### src/rtl/compare_pkg.sv
// compare_pkg: shared result codes and FSM state encodings for the serial nibble comparator.
package compare_pkg;
    localparam logic [2:0] CMP_GT = 3'b100;
    localparam logic [2:0] CMP_LT = 3'b010;
    localparam logic [2:0] CMP_EQ = 3'b001;
    typedef enum logic [1:0] {
        ST_IDLE = 2'd0,
        ST_RUN  = 2'd1,
        ST_DONE = 2'd2
    } state_e;
endpackage

### src/rtl/compare_slice4.sv
// compare_slice4: combinational 4-bit magnitude compare; equal nibbles pass the cascade input through.
module compare_slice4
    import compare_pkg::*;
(
    input  logic [3:0] a,
    input  logic [3:0] b,
    input  logic [2:0] cas_i,
    output logic [2:0] res_o
);
    always_comb res_o = (a > b) ? CMP_GT : (a < b) ? CMP_LT : cas_i;
endmodule

### src/rtl/serial_compare_ctrl.sv
// serial_compare_ctrl: walks two WIDTH-bit operands one nibble per clock, MSB first, returning a one-hot compare result.
// Optional SERIAL_CMP_EARLY_EXIT_EN: leave RUN as soon as the first unequal nibble is seen.
module serial_compare_ctrl
    import compare_pkg::*;
#(
    parameter int WIDTH = 16
) (
    input  logic             iClk,
    input  logic             iRst,
    input  logic             iValid,
    output logic             oReady,
    input  logic [WIDTH-1:0] iData_a,
    input  logic [WIDTH-1:0] iData_b,
    input  logic [2:0]       iCascade,
    output logic [2:0]       oData,
    output logic             oValid,
    input  logic             iAck,
    output logic             oBusy
);
    localparam int NIBBLES = WIDTH / 4;
    localparam int CNT_W = (NIBBLES > 1) ? $clog2(NIBBLES) : 1;
    localparam logic [CNT_W-1:0] LAST = CNT_W'(NIBBLES - 1);

    state_e           state_q, state_d;
    logic [WIDTH-1:0] a_q, a_d, b_q, b_d;
    logic [2:0]       res_q, res_d, data_q, data_d, slice_res, step_res;
    logic             found_q, found_d, differ, done_now;
    logic [CNT_W-1:0] idx_q, idx_d;
    logic [3:0]       a_nib, b_nib;

    always_comb begin
        a_nib = a_q[{idx_q, 2'b00} +: 4];
        b_nib = b_q[{idx_q, 2'b00} +: 4];
    end

    // Running result is the cascade, so equal nibbles keep it and the first difference replaces it.
    compare_slice4 u_slice (
        .a     (a_nib),
        .b     (b_nib),
        .cas_i (res_q),
        .res_o (slice_res)
    );

    always_comb begin
        state_d  = state_q;
        a_d      = a_q;
        b_d      = b_q;
        res_d    = res_q;
        data_d   = data_q;
        found_d  = found_q;
        idx_d    = idx_q;
        differ   = a_nib != b_nib;
        step_res = found_q ? res_q : slice_res;
`ifdef SERIAL_CMP_EARLY_EXIT_EN
        done_now = (idx_q == '0) || differ;
`else
        done_now = idx_q == '0;
`endif
        case (state_q)
            ST_IDLE: begin
                if (iValid) begin
                    a_d     = iData_a;
                    b_d     = iData_b;
                    res_d   = iCascade;
                    found_d = 1'b0;
                    idx_d   = LAST;
                    state_d = ST_RUN;
                end
            end
            ST_RUN: begin
                res_d   = step_res;
                found_d = found_q | differ;
                if (done_now) begin
                    data_d  = step_res;
                    state_d = ST_DONE;
                end else begin
                    idx_d = idx_q - 1'b1;
                end
            end
            ST_DONE: state_d = iAck ? ST_IDLE : ST_DONE;
            default: state_d = ST_IDLE;
        endcase
    end

    always_ff @(posedge iClk) begin
        if (iRst) begin
            state_q <= ST_IDLE;
            a_q     <= '0;
            b_q     <= '0;
            res_q   <= '0;
            data_q  <= '0;
            found_q <= 1'b0;
            idx_q   <= LAST;
        end else begin
            state_q <= state_d;
            a_q     <= a_d;
            b_q     <= b_d;
            res_q   <= res_d;
            data_q  <= data_d;
            found_q <= found_d;
            idx_q   <= idx_d;
        end
    end

    always_comb begin
        oReady = state_q == ST_IDLE;
        oBusy  = state_q == ST_RUN;
        oValid = state_q == ST_DONE;
        oData  = data_q;
    end
endmodule
### config.mk
export PLATFORM = sky130hd
export DESIGN_NAME = serial_compare_ctrl
export DESIGN_NICKNAME = d
export VERILOG_FILES = /design/src/rtl/compare_pkg.sv /design/src/rtl/compare_slice4.sv /design/src/rtl/serial_compare_ctrl.sv
export SDC_FILE = /design/constraint.sdc
export NUM_CORES = 1
export LEC_CHECK = 0
export ABC_CLOCK_PERIOD_IN_PS = 2900
export BUFFER_PORTS_ARGS = -buffer_cell sky130_fd_sc_hd__buf_4
export CAP_MARGIN = 20
export CORE_MARGIN = 1.5
export CORE_UTILIZATION = 38
export DETAILED_ROUTE_END_ITERATION = 16
export MAX_ROUTING_LAYER = met4
export PLACE_DENSITY_LB_ADDON = 0.08
export SYNTH_ARGS = -nofsm -noshare
export SYNTH_HDL_FRONTEND = slang
export SYNTH_HIERARCHICAL = 1
export SYNTH_SLANG_ARGS = --single-unit
### constraint.sdc
create_clock -name iClk -period 2.9 [get_ports iClk]
set_input_delay 0.58 -clock iClk [delete_from_list [all_inputs] [get_ports iClk]]
set_output_delay 0.58 -clock iClk [all_outputs]
set_load 0.01 [all_outputs]
# --- Word-level counts from Yosys, hierarchy flattened ---
# Cells that the tools add are included.
totals:
  regBits: 43
  in_bits: 39
  output_inout_bits: 6
classes:
  n_addsub: 1
  order_cmp: 2
  eq_ne: 6
  shift: 2
  mux: 14
  bitwise: 1
  reduce_logical: 8
op_table:
  columns: ["cell", "count"]
  rows:
  - ["indexed part select 16 x 5 -> 4 bit", 2]
  - ["two-way mux 3 bit", 4]
  - ["two-way mux 2 bit", 5]
  - ["AND reduction 2 bit", 4]
  - ["case mux 2 bit (3 select lines)", 1]
  - ["case mux 3 bit (2 select lines)", 1]
  - ["greater-than comparator 4 bit", 1]
  - ["logical NOT 2 bit", 2]
  - ["less-than comparator 4 bit", 1]
  - ["!= test 2 bit (second input constant)", 2]
  - ["!= test 4 bit", 1]
  - ["case mux 2 bit (2 select lines)", 1]
  - ["AND reduction 3 bit", 1]
  - ["equality test 2 x 1 -> 1 bit (second input constant)", 1]
  - ["equality test 2 bit (second input constant)", 1]
  - ["!= test 2 x 1 -> 1 bit (second input constant)", 1]
  - ["case mux 1 bit (2 select lines)", 1]
  - ["nonzero test 2 bit", 1]
  - ["subtractor 2 x 1 -> 2 bit (second input constant)", 1]
  - ["two-way mux 1 bit", 1]
  - ["bitwise OR 1 bit", 1]

# --- Longest topological paths before layout ---
logic_depth:
  ltp_word: 6
  depth_mapped: 9
  ltp_nobuf: 8

# --- By module ---
# Netlist, hierarchy kept.
by_module_without_submodules:
  columns: ["mod", "instances", "cells_each", "area_per_inst_um2"]
  rows:
  - ["serial_compare_ctrl", 1, 210, 1808.0]
  - ["compare_slice4", 1, 17, 137.6]

# --- Worst setup path before layout ---
# No wires, ideal clock.
synth_timing:
  kind: "flip-flop to flip-flop"
  from: "register idx_q[0]"
  to: "register data_q[1], in the netlist oData[1]"
  setup_time_ns: 0.086
  arrival_time_ns: 2.126
  required_time_ns: 2.814
  path_slack_ns: 0.689
  stages_incl_launch_ff: 8
  n_path_buf: 1
  path_cell_list: "dfxtp_1 > buf_6 > mux4_1 > ha_1 > a21oi_1 > a22o_1 > mux2i_1 > a211oi_1"
synth_via:
  elab_chain_cells: 5
  elab_cells_between_ends: 9
synth_lines:
  columns: ["element", "line", "source"]
  rows:
  - ["from (decl)", "serial_compare_ctrl.sv:28", "logic [CNT_W-1:0] idx_q, idx_d;"]
  - ["from (signal assigned)", "serial_compare_ctrl.sv:101", "idx_q <= idx_d;"]
  - ["indexed part select 16 x 5 -> 4 bit *", "serial_compare_ctrl.sv:32", "a_nib = a_q[{idx_q, 2'b00} +: 4];"]
  - ["net a_nib[3]", "serial_compare_ctrl.sv:29", "logic [3:0] a_nib, b_nib;"]
  - ["less-than comparator 4 bit", "compare_slice4.sv:10", "always_comb res_o = (a > b) ? CMP_GT : (a < b) ? CMP_LT : cas_i;"]
  - ["two-way mux 3 bit", "compare_slice4.sv:10", null]
  - ["two-way mux 3 bit *", "compare_slice4.sv:10", null]
  - ["net slice_res[1]", "serial_compare_ctrl.sv:26", "logic [2:0] res_q, res_d, data_q, data_d, slice_res, step_res;"]
  - ["two-way mux 3 bit *", "serial_compare_ctrl.sv:53", "step_res = found_q ? res_q : slice_res;"]
  - ["to (signal assigned)", "serial_compare_ctrl.sv:99", "data_q <= data_d;"]
  - ["to (decl)", "serial_compare_ctrl.sv:26", null]
# Mark *: on every way through the listed nets, which the timed path passes. The rest lies on a longest branch.
# A chain may end at the register's enable or synchronous reset.

# --- Worst setup path after layout ---
# Same ends and word-level chain as after synthesis.

==> results.toml <==
[yosys]
synthTopCellsByCount = "nand2_1 (70), dfxtp_1 (43), a21oi_1 (39), clkbuf_1 (12)"
yosys.area.top_type = "dfxtp_1"
yosysMostFrequentCell = "nand2_1"
yosysSeqAreaShare_pct = 44.2
synthCells = 227
synth.distinct_cells = 26
ys_ff_latch = 43
syn-cell-area_sq_um = 1950
postSynth.asyncResetShare_pct = 0
synthFlopType = "dfxtp_1"
synth_top_area_share_pct = 44.2
syn_avg_cell_area_sq_um = 8.57
synth-edff-count = 0
ys_top_cells_by_area = "dfxtp_1 (44%), nand2_1 (14%), a21oi_1 (10%), mux4_2 (5.8%), mux4_1 (4.1%)"
syn_nets = 271
ys_warn_count = 6

[worst_setup_path]
crit_chain = "mux4_1 > ha_1 > a21oi_1 > a22o_1 > mux2i_1 > a211oi_1"
r2r_slack_ns = 0.44
required_ns = 3.11
arrival_ns = 2.67
cp_slowest_stage_delay_ns = 0.65
rr_worst_depth = 6
worst_setup_path_start_kind = "flip-flop"
r2r-start = "idx_q[0]$_SDFFE_PP1P_"
cp-end-kind = "flip-flop"
cp_max_fo = 11
crit_type = "flip-flop to flip-flop"
cpMaxStageDelayCell = "mux4_1"
reg2reg_to = "oData[1]$_SDFFE_PP0P_"

[power]
power.leakage_nw = 1.04
p_comb_share_pct = 16.8
p_switching_w = 0.000342
internal-power_w = 0.000999
seq_power_share_pct = 48.8
irDropWorstVdd_uv = 262
pwr-share-clk_pct = 34.4
switching_share_pct = 25.5
power.density_nw_per_um2 = 553

[cells_and_area]
fin_nets = 308
register_area_sq_um = 862
finish.utilization_pct = 50.4
nFillCells = 502
area_delta_synth_final_pct = 24.7
diodes = 0
multi_input_area_sq_um = 992
drive_above_1_share_pct = 24.9

[detailed_routing]
drtAntennaViolNets = 0
dr_total_vias = 1591
route.detailed.drc = 0
avgRoutedWirePerCell_um = 11.9
viasPerCell = 4.79
wl_um = 3960
drt_iter0_drc = 64
dr.pass1.iters = 4

[worst_hold_path]
hold_depth = 2
hold_start = "a_q[0]$_SDFFE_PP0P_"
min_to = "a_q[0]$_SDFFE_PP0P_"
hold_path_class = "flip-flop to flip-flop"

[global_routing]
grt_pass1_vias = 1450
antenna_found_initial = 0
grt_max_degree = 44
grt_use_total_pct = 16.0
grt_pass1_wl_um = 6490
grt-ovfl-total = 0

[floorplan]
core_area_sq_um = 4820
die-width_um = 74.6
io_pins = 45
die_area_sq_um = 5560
num_rows = 25
initial_core_util_pct = 40.4
die_y_um = 74.6

[sta]
finalSetupTns_ns = 0
report.final.slew_viol_count = 0
tightest_slew_ns = 0.454
setup_viol = 0
hold_viol_final = 0
grt_setup_unrepaired = "no"
fin_crit_sh_pct = 84.8
fmax_mhz = 407
clock_skew_ns = 0.00656
fin_ws_ns = 0.440
slew_headroom_pct = 69.7
min_period_ns = 2.46

[placed_design]
place_congestion = 0.767
io_buffers = 44
hpwl_um = 2660
post-place-ws_ns = 0.249

[cts]
clk_latency_ns = 0.30
cts.sinks = 43
clk_pin_slew_ns = 0.08
cts_max_level = 2
cts_setup_buffers = 0
root_buffer = "clkbuf_8"
cts_tree = "built"
cts_buffers = 5
cts_buffer_depth = 2

[status]
outcome = "finished clean"

[run]
cap_viol_max_count = 0
flip-flops by register name, indices dropped and copies added, names as in the netlist:
name     flops
oData        3
idx_q        2
found_q      1
b_q         16
a_q         16
state_q      2
res_q        3
worst max-delay path by stage:
| stage | slack [ns] | start | endpoint |
|---|---|---|---|
| 6_report | 0.44 | idx_q[0]$_SDFFE_PP1P_ | oData[1]$_SDFFE_PP0P_ |
| 4_1_cts | 0.21 | idx_q[0]$_SDFFE_PP1P_ | oData[1]$_SDFFE_PP0P_ |
| 2_1_floorplan | 0.69 | idx_q[0]$_SDFFE_PP1P_ | oData[1]$_SDFFE_PP0P_ |
| 5_1_grt | 0.24 | idx_q[0]$_SDFFE_PP1P_ | oData[1]$_SDFFE_PP0P_ |
| 3_3_place_gp | 0.32 | idx_q[0]$_SDFFE_PP1P_ | oData[1]$_SDFFE_PP0P_ |
| 3_5_place_dp | 0.25 | idx_q[0]$_SDFFE_PP1P_ | oData[1]$_SDFFE_PP0P_ |
cells in the final DEF, fill, tap and decap left out, types with 4 or more instances in the layout:
master and n:
nand2_1 70, buf_4 46, dfxtp_1 42, a21oi_1 39, inv_1 8, nor2_1 8
mux4_2 5, a22oi_1 5, ha_1 5, clkbuf_8 5, xor2_1 4
area by class of cell:
cell class | count | area share [%]
clock inverter | 3 | 1.81
timing repair buffer | 46 | 14.2
clock buffer | 5 | 2.84
multi-input combinational | 160 | 40.9
inverter | 8 | 1.24
tap | 67 | 3.46
sequential | 43 | 35.5
through the flow:
| step | total power, W | cell area [sq um] | cells | hold WS [ns] |
|---|---|---|---|---|
| after floorplan | 0.000819 | 1950 | 227 | 0.432 |
| after global routing | 0.00141 | 2430 | 332 | 0.472 |
| final | 0.00134 | 2430 | 332 | 0.456 |
| after detailed placement | 0.000896 | 2310 | 324 | 0.445 |
| after global placement | 0.000893 | 2310 | 324 | 0.442 |
| after CTS | 0.00136 | 2420 | 332 | 0.457 |
critical path: cells and delay by family (launching register included):
| kind | cells | cell delay, ns |
|---|---|---|
| muxes | 2 | 0.72 |
| DFF | 1 | 0.53 |
| adders and majority gates | 1 | 0.36 |
| AOI/OAI and AO/OA | 3 | 0.76 |
layer usage:
layer	GRT usage, %	wire length (um)
met1	20.4	1950
met2	24.4	1780
met3	4.07	174
met4	6.06	55
met5	-	0
power by group through the flow:
stage / clock [W] / sequential (W) / combinational [W]
floorplan: 0 / 0.000653 / 0.000166
global placement: 0 / 0.000668 / 0.000226
detailed placement: 0 / 0.000668 / 0.000228
CTS: 0.000473 / 0.000654 / 0.000229
global route: 0.000496 / 0.000660 / 0.000255
finish: 0.000461 / 0.000654 / 0.000226
kinds of logic (layout without fill, tap and decap cells):
| logic type | after synthesis | in the layout | share of synthesized area (%) |
|---|---|---|---|
| and+or+nand+nor | 89 | 89 | 19.2 |
| DFF | 43 | 43 | 44.2 |
| xor gates and xnor gates | 4 | 4 | 1.80 |
| adders and majority gates | 5 | 5 | 3.22 |
| buffers and inverters | 24 | 62 | 5.02 |
| muxes | 11 | 11 | 11.4 |
| AOI/OAI and AO/OA | 51 | 51 | 15.1 |
timing repair:
action,in CTS,in global routing
setup endpoints to repair,0,1
hold endpoints to repair,0,0
hold buffers,0,0
gates resized for setup,0,1
(Power assumes the default switching activity.)
